**src/rtl/clock_pattern_generator.sv**
```systemverilog
// Clock pattern generator: emits a gated CKP/CKN training burst, then a free-running clock pattern.
// Defining CLKGEN_TRACK_EN adds the o_track output, a copy of o_ckp.
module clock_pattern_generator #(
  parameter int WORD_W = 16,
  parameter int ON_UI  = 32,
  parameter int OFF_UI = 16,
  parameter int ITER   = 128
) (
  input  logic                       i_dig_clk,
  input  logic                       i_rst_n,
  input  logic                       i_start_clk_training,
  input  logic                       i_ltsm_in_reset,
  output logic [WORD_W-1:0]          o_ckp,
  output logic [WORD_W-1:0]          o_ckn,
  output logic                       o_done,
  output logic                       o_busy,
`ifdef CLKGEN_TRACK_EN
  output logic [$clog2(ITER+1)-1:0]  o_iter_cnt,
  output logic [WORD_W-1:0]          o_track
`else
  output logic [$clog2(ITER+1)-1:0]  o_iter_cnt
`endif
);

  localparam int PERIOD = ON_UI + OFF_UI;
  localparam int TOTAL  = PERIOD * ITER / WORD_W;
  localparam int SW     = $clog2(PERIOD + WORD_W);
  localparam int IW     = $clog2(ITER + 1);
  localparam int CW     = $clog2(TOTAL + 1);
  localparam int STEP_R = WORD_W % PERIOD;
  localparam int STEP_K = WORD_W / PERIOD;

  typedef enum logic [1:0] {IDLE, TRAIN, NORMAL} state_t;

  state_t            state_reg, state_next;
  logic              start_reg, armed_reg;
  logic              rise, fall;
  logic [SW-1:0]     phase_reg, phase_next, phase_sum, phase_adv;
  logic              wrap;
  logic [CW-1:0]     word_cnt_reg, word_cnt_next;
  logic [IW-1:0]     iter_cnt_reg, iter_cnt_next;
  logic [WORD_W-1:0] ckp_reg, ckp_next, ckn_reg, ckn_next;
  logic [WORD_W-1:0] train_ckp, train_ckn, normal_ckp;
  logic              done_reg, done_next, busy_reg, busy_next;

  // armed_reg blocks a start level held high through reset from looking like an edge
  assign rise = i_start_clk_training & ~start_reg & armed_reg;
  assign fall = ~i_start_clk_training & start_reg;

  assign phase_sum = phase_reg + SW'(STEP_R);
  assign wrap      = phase_sum >= SW'(PERIOD);
  assign phase_adv = wrap ? phase_sum - SW'(PERIOD) : phase_sum;

  for (genvar gi = 0; gi < WORD_W; gi++) begin : g_ui
    logic [SW-1:0] ui_sum, ui_pos;
    assign ui_sum         = phase_reg + SW'(gi);
    assign ui_pos         = ui_sum % SW'(PERIOD);
    assign train_ckp[gi]  = (ui_pos < SW'(ON_UI)) & ~ui_pos[0];
    assign train_ckn[gi]  = (ui_pos < SW'(ON_UI)) & ui_pos[0];
    assign normal_ckp[gi] = ((gi % 2) == 0);
  end

  always_ff @(posedge i_dig_clk) begin
    if (!i_rst_n) begin
      state_reg    <= IDLE;
      start_reg    <= 1'b0;
      armed_reg    <= ~i_start_clk_training;
      phase_reg    <= '0;
      word_cnt_reg <= '0;
      iter_cnt_reg <= '0;
      ckp_reg      <= '0;
      ckn_reg      <= '0;
      done_reg     <= 1'b0;
      busy_reg     <= 1'b0;
    end else begin
      state_reg    <= state_next;
      start_reg    <= i_start_clk_training;
      armed_reg    <= armed_reg | ~i_start_clk_training;
      phase_reg    <= phase_next;
      word_cnt_reg <= word_cnt_next;
      iter_cnt_reg <= iter_cnt_next;
      ckp_reg      <= ckp_next;
      ckn_reg      <= ckn_next;
      done_reg     <= done_next;
      busy_reg     <= busy_next;
    end
  end

  always_comb begin
    state_next = state_reg;
    case (state_reg)
      IDLE:    if (rise && !i_ltsm_in_reset) state_next = TRAIN;
      TRAIN: begin
        if (i_ltsm_in_reset)                   state_next = IDLE;
        else if (word_cnt_reg == CW'(TOTAL))   state_next = NORMAL;
      end
      NORMAL:  if (i_ltsm_in_reset) state_next = IDLE;
      default: state_next = IDLE;
    endcase
  end

  // Outputs are computed from the next state so they line up with it after the edge
  always_comb begin
    ckp_next      = '0;
    ckn_next      = '0;
    busy_next     = 1'b0;
    phase_next    = '0;
    word_cnt_next = '0;
    iter_cnt_next = '0;
    done_next     = done_reg & ~fall;
    case (state_next)
      TRAIN: begin
        ckp_next      = train_ckp;
        ckn_next      = train_ckn;
        busy_next     = 1'b1;
        phase_next    = phase_adv;
        word_cnt_next = word_cnt_reg + CW'(1);
        iter_cnt_next = iter_cnt_reg + IW'(STEP_K) + IW'(wrap);
      end
      NORMAL: begin
        ckp_next      = normal_ckp;
        ckn_next      = ~normal_ckp;
        iter_cnt_next = iter_cnt_reg;
        if (state_reg == TRAIN) done_next = 1'b1;
      end
      default: done_next = 1'b0;
    endcase
  end

  assign o_ckp      = ckp_reg;
  assign o_ckn      = ckn_reg;
  assign o_done     = done_reg;
  assign o_busy     = busy_reg;
  assign o_iter_cnt = iter_cnt_reg;
`ifdef CLKGEN_TRACK_EN
  assign o_track    = ckp_reg;
`endif

endmodule

```
**config.mk**
```make
export PLATFORM = sky130hd
export DESIGN_NAME = clock_pattern_generator
export DESIGN_NICKNAME = d
export VERILOG_FILES = /design/src/rtl/clock_pattern_generator.sv
export SDC_FILE = /design/constraint.sdc
export NUM_CORES = 1
export LEC_CHECK = 0
export CORE_MARGIN = 4
export CORE_UTILIZATION = 40
export DETAILED_ROUTE_END_ITERATION = 10
export PLACE_DENSITY_LB_ADDON = 0.1
export SLEW_MARGIN = 30
export SYNTH_ARGS = -nofsm -noshare
export SYNTH_HDL_FRONTEND = slang
export SYNTH_SLANG_ARGS = --single-unit
export TNS_END_PERCENT = 10
```
**constraint.sdc**
```tcl
create_clock -name i_dig_clk -period 7.9 [get_ports i_dig_clk]
set_clock_uncertainty 0.2 [all_clocks]
set_input_delay 1.185 -clock i_dig_clk [delete_from_list [all_inputs] [get_ports i_dig_clk]]
set_output_delay 1.185 -clock i_dig_clk [all_outputs]
set_load 0.05 [all_outputs]
```
# == Word-level counts from Yosys, hierarchy flattened ==
# Index checks and enable logic that the tools add are counted.
# word_totals
ff_bits,61
out_inout_bits,42
wordCells,140
# op_classes
addsub,19
n_div,16
order_cmp,17
eq_ne,5
n_mux,13
n_bitwise,56
reduce_logical,4
# ops
operator,n
< comparator 6 bit (second input constant),16
modulo 6 x 6 -> 6 bit (second input constant),16
case mux 16 bit (2 select lines),2
adder 6 x 4 -> 6 bit (second input constant),8
AND 1 bit,36
adder 6 x 3 -> 6 bit (second input constant),4
NOT 1 bit,19
case mux 8 bit (2 select lines),1
adder 6 x 2 -> 6 bit (second input constant),2
adder 9 x 1 -> 9 bit (second input constant),1
equality test 9 bit (second input constant),1
adder 8 x 1 -> 8 bit,1
two-way mux 2 bit,4
adder 6 x 1 -> 6 bit (second input constant),1
adder 6 x 5 -> 6 bit (second input constant),1
>= comparator 6 bit (second input constant),1
two-way mux 6 bit,1
case mux 2 bit (3 select lines),1
subtractor 6 bit (second input constant),1
equality test 2 x 1 -> 1 bit (second input constant),2
equality test 2 bit (second input constant),2
two-way mux 1 bit,3
zero test 2 bit,1
case mux 1 bit (2 select lines),1
other kinds (4),4

# == Depth between registers and ports, before layout ==
# depth
ltp_word,8
depth_mapped,10

# == Worst setup path before layout ==
# Ideal clock, no wire load.
# synth_timing
path_type,input port to flip-flop
startpoint,input i_start_clk_training
endpoint,register iter_cnt_reg[5] (netlist: o_iter_cnt[5])
setup_time_ns,0.071
arrival_time_ns,2.761
required_time_ns,7.629
path_slack_ns,4.868
cell_stages,8
n_path_buf,1
cell_sequence,nor4bb_1 > nor2_1 > or3_1 > ha_1 > buf_6 > nand4b_4 > or3_1 > a21oi_1
# synth_between
elab_chain_len,7
# synth_lines
item,line,text
start: declaration,11,"input logic i_start_clk_training,"
AND 1 bit * (2 in series),47,assign rise = i_start_clk_training & ~start_reg & armed_reg;
logical AND 1 bit *,92,IDLE: if (rise && !i_ltsm_in_reset) state_next = TRAIN;
two-way mux 2 bit *,92,
case mux 2 bit (3 select lines) *,91,case (state_reg)
equality test 2 bit / equality test 2 x 1 -> 1 bit (equally long branches),111,case (state_next)
case mux 8 bit (2 select lines),111,
end signal: assignment,81,iter_cnt_reg <= iter_cnt_next;
end: declaration,41,"logic [IW-1:0] iter_cnt_reg, iter_cnt_next;"
# Every way passes the cells marked *; elsewhere a longest branch is shown, timed or not.
# A chain may end at the register's enable or synchronous reset.

# == Final worst setup path ==
# Ends and elaborated chain as after synthesis.

==> flow_summary.yaml <==
status:
  status: "finished clean"
clocking:
  cts_buffers: 3
  clkTransAtPathRegs_ns: 0.14
  htreeDepth: 1
  clock_path_buffers: 2
  root_buffer: "clkbuf_4"
  cts_sinks: 26
  insertion_delay_ns: 0.31
  post_cts_buffers: 0
  cts_resized: 0
  cts_hold_buf: 0
  tritoncts: "yes"
timing:
  fin_setup_tns_ns: 0
  worstMarginPinSlew_ns: 0.5569
  hold_viol_final: 0
  report.final.slew_viol_count: 0
  slew_headroom_pct: 62.63
  period_needed_ns: 3.337
  fmax_mhz: 299.7
  rsz0062_at_grt: "false"
  setup_viol: 0
  period_share_pct: 42.24
yosys:
  synth_cells: 154
  synth_fa_ha_area_share_pct: 5.535
  ys_async_sr_fraction_pct: 0
  synth_commonest_cells: "buf_4 (31), dfxtp_1 (26), nand2_1 (10), nor2_1 (10), o21ai_0 (9)"
  synth_most_common_cell: "buf_4"
  yosysSeqAreaShare_pct: 38.38
  synthesis.area_um2: 1356
  avgSynthCellArea_um2: 8.807
  synth.area.mux_share_pct: 0
  netlist.area_leader.share_pct: 38.38
  synth-seq-cells: 26
  synth-edff-count: 0
  synthXorXnorAreaFrac_pct: 3.875
  synth_simple_gate_area_share_pct: 24.45
  synth_area_leader_cell: "dfxtp_1"
  synth_top_family_by_area: "simple AND/OR/NAND/NOR gates"
  synth_ff_type: "dfxtp_1"
  yosysWarnings: 0
  synth-compound-area-share_pct: 7.841
  synth_area_leaders: "dfxtp_1 (38%), buf_4 (17%), ha_1 (5.5%), or3_1 (3.7%), o21ai_0 (3.3%)"
  yosysUniqueCellTypes: 33
critical_path:
  endpoint: "o_iter_cnt[5]"
  crit_arrival_ns: 3.39
  start_kind: "primary input"
  timing.rr.end: "o_iter_cnt[5]"
  cp_max_fo: 10
  end_kind: "register"
  worstPathRequired_ns: 7.95
  reg2reg_depth: 9
  crit_type: "primary input to register"
  worstSetupStartpoint: "i_start_clk_training"
  r2r_setup_slack_ns: 5.12
  timing.rr.start: "word_cnt_reg[0]"
floorplanning:
  row_count: 20
  die_w_um: 66.23
  die_h_um: 66.23
  ios: 46
  start_util_pct: 43.02
  core-area_um2: 3153
  dieArea_um2: 4386
route:
  vias: 952
  vias_per_cell: 4.469
  dr.first_iter.drc_count: 33
  post_drt_wl_per_cell_um: 10.56
  antenna_left: 0
  drc: 0
  routed_wl_um: 2249
  dr.pass1.iters: 4
cells_and_area:
  final_util_pct: 49.05
  largest_reg_flops: 9
  num_antenna_cells: 0
  fin_nets: 180
  syn_to_final_growth_pct: 14.02
  drive_above_1_share_pct: 4.142
grt:
  antenna_found_initial: 0
  grt_util_met1_pct: 12.58
  grt_overflow: 0
  grt.total_usage_pct: 10.60
  grt_pass1_wl_um: 3691
  grt_pass1_vias: 852
  grt_max_degree: 17
  use_met2_pct: 18.34
  busiest_layer: "met2"
  grtUsageMet3_pct: 4.082
power_and_ir_drop:
  p_per_area_nw_per_um2: 149.0
  ir_worst_vdd_mv: 0.1124
  power_leakage_nw: 0.6070
worst_hold_path:
  holdCritPathClass: "register to register"
placed_design:
  gp_congestion: 0.7875
  dp_hpwl_um: 1774
  port_buffers: 29
job:
  maxCapViolCount: 0
==> where the power goes <==
group	internal (W)	total (W)	switching (W)
logic	0.00000517	0.0000302	0.0000251
registers	0.000133	0.000134	0.00000114
clock network	0.0000282	0.0000663	0.0000381
total	0.000166	0.000230	0.0000643
==> per-stage QoR <==
step                hold slack, ns  std cells  worst slack, ns  power [W]  cell area [um2]
floorplan                   0.2117        169            4.868  0.0001687             1413
global placement            0.2252        209            4.277  0.0001668             1510
detailed placement          0.2392        209            4.232  0.0001668             1510
CTS                         0.2596        213            4.576  0.0002346             1546
global route                0.2780        213            4.433  0.0002436             1546
finish                      0.2542        213            4.563  0.0002304             1546
==> worst max-delay path: stages <==
cell and delay, ns:
clkdlybuf4s50_1 0.49, nor4bb_1 0.23, nor2_1 0.12, or3_1 0.32, ha_1 0.31, nand4b_4 0.23
or3_1 0.36, a21oi_1 0.14
==> layer usage <==
layer  share of wire, %  vias to the layer above  routed length, um
met5                  0                        -                  0
met4               0.80                        0                 18
met3                6.4                        2                145
met2                 49                       24               1111
met1                 43                      426                973
li1                   -                      500                  -
==> cells by family after synthesis <==
family,after synthesis
AND/OR/NAND/NOR,57
buffers and inverters,38
flip-flops,26
AO/OA/AOI/OAI,20
XOR/XNOR,6
adder cells (fa/ha/maj),6
other,1
==> final cells by class <==
cell class                      instances  area [um2]
Sequential cell                        26       520.5
Tap cell                               44       55.05
Inverter                                5       18.77
Multi-Input combinational cell        105       625.6
Clock buffer                            4       36.28
Timing Repair Buffer                   29       290.3
Fill cell                             313        1607
==> layout by cell type, fill, tap and decap left out, types with 5 or more instances in the layout <==
cell type	Yosys	final
clkdlybuf4s50_1	0	29
dfxtp_1	26	26
conb_1	1	16
nor2_1	10	10
nand2_1	10	10
o21ai_0	9	9
or3_1	8	8
a21oi_1	7	7
ha_1	6	6
inv_1	5	5
nand3_1	5	5
==> worst min-delay path by stage <==
stage,from,end,slack (ns),depth (start not counted)
after floorplan,phase_reg[5],phase_reg[5],0.21,1
after global placement,phase_reg[5],phase_reg[4],0.23,1
after detailed placement,armed_reg,armed_reg,0.24,2
after CTS,armed_reg,armed_reg,0.26,2
after global routing,phase_reg[4],phase_reg[4],0.28,1
final,phase_reg[4],phase_reg[4],0.25,1
No activity file was read; power rests on OpenSTA's default activity.
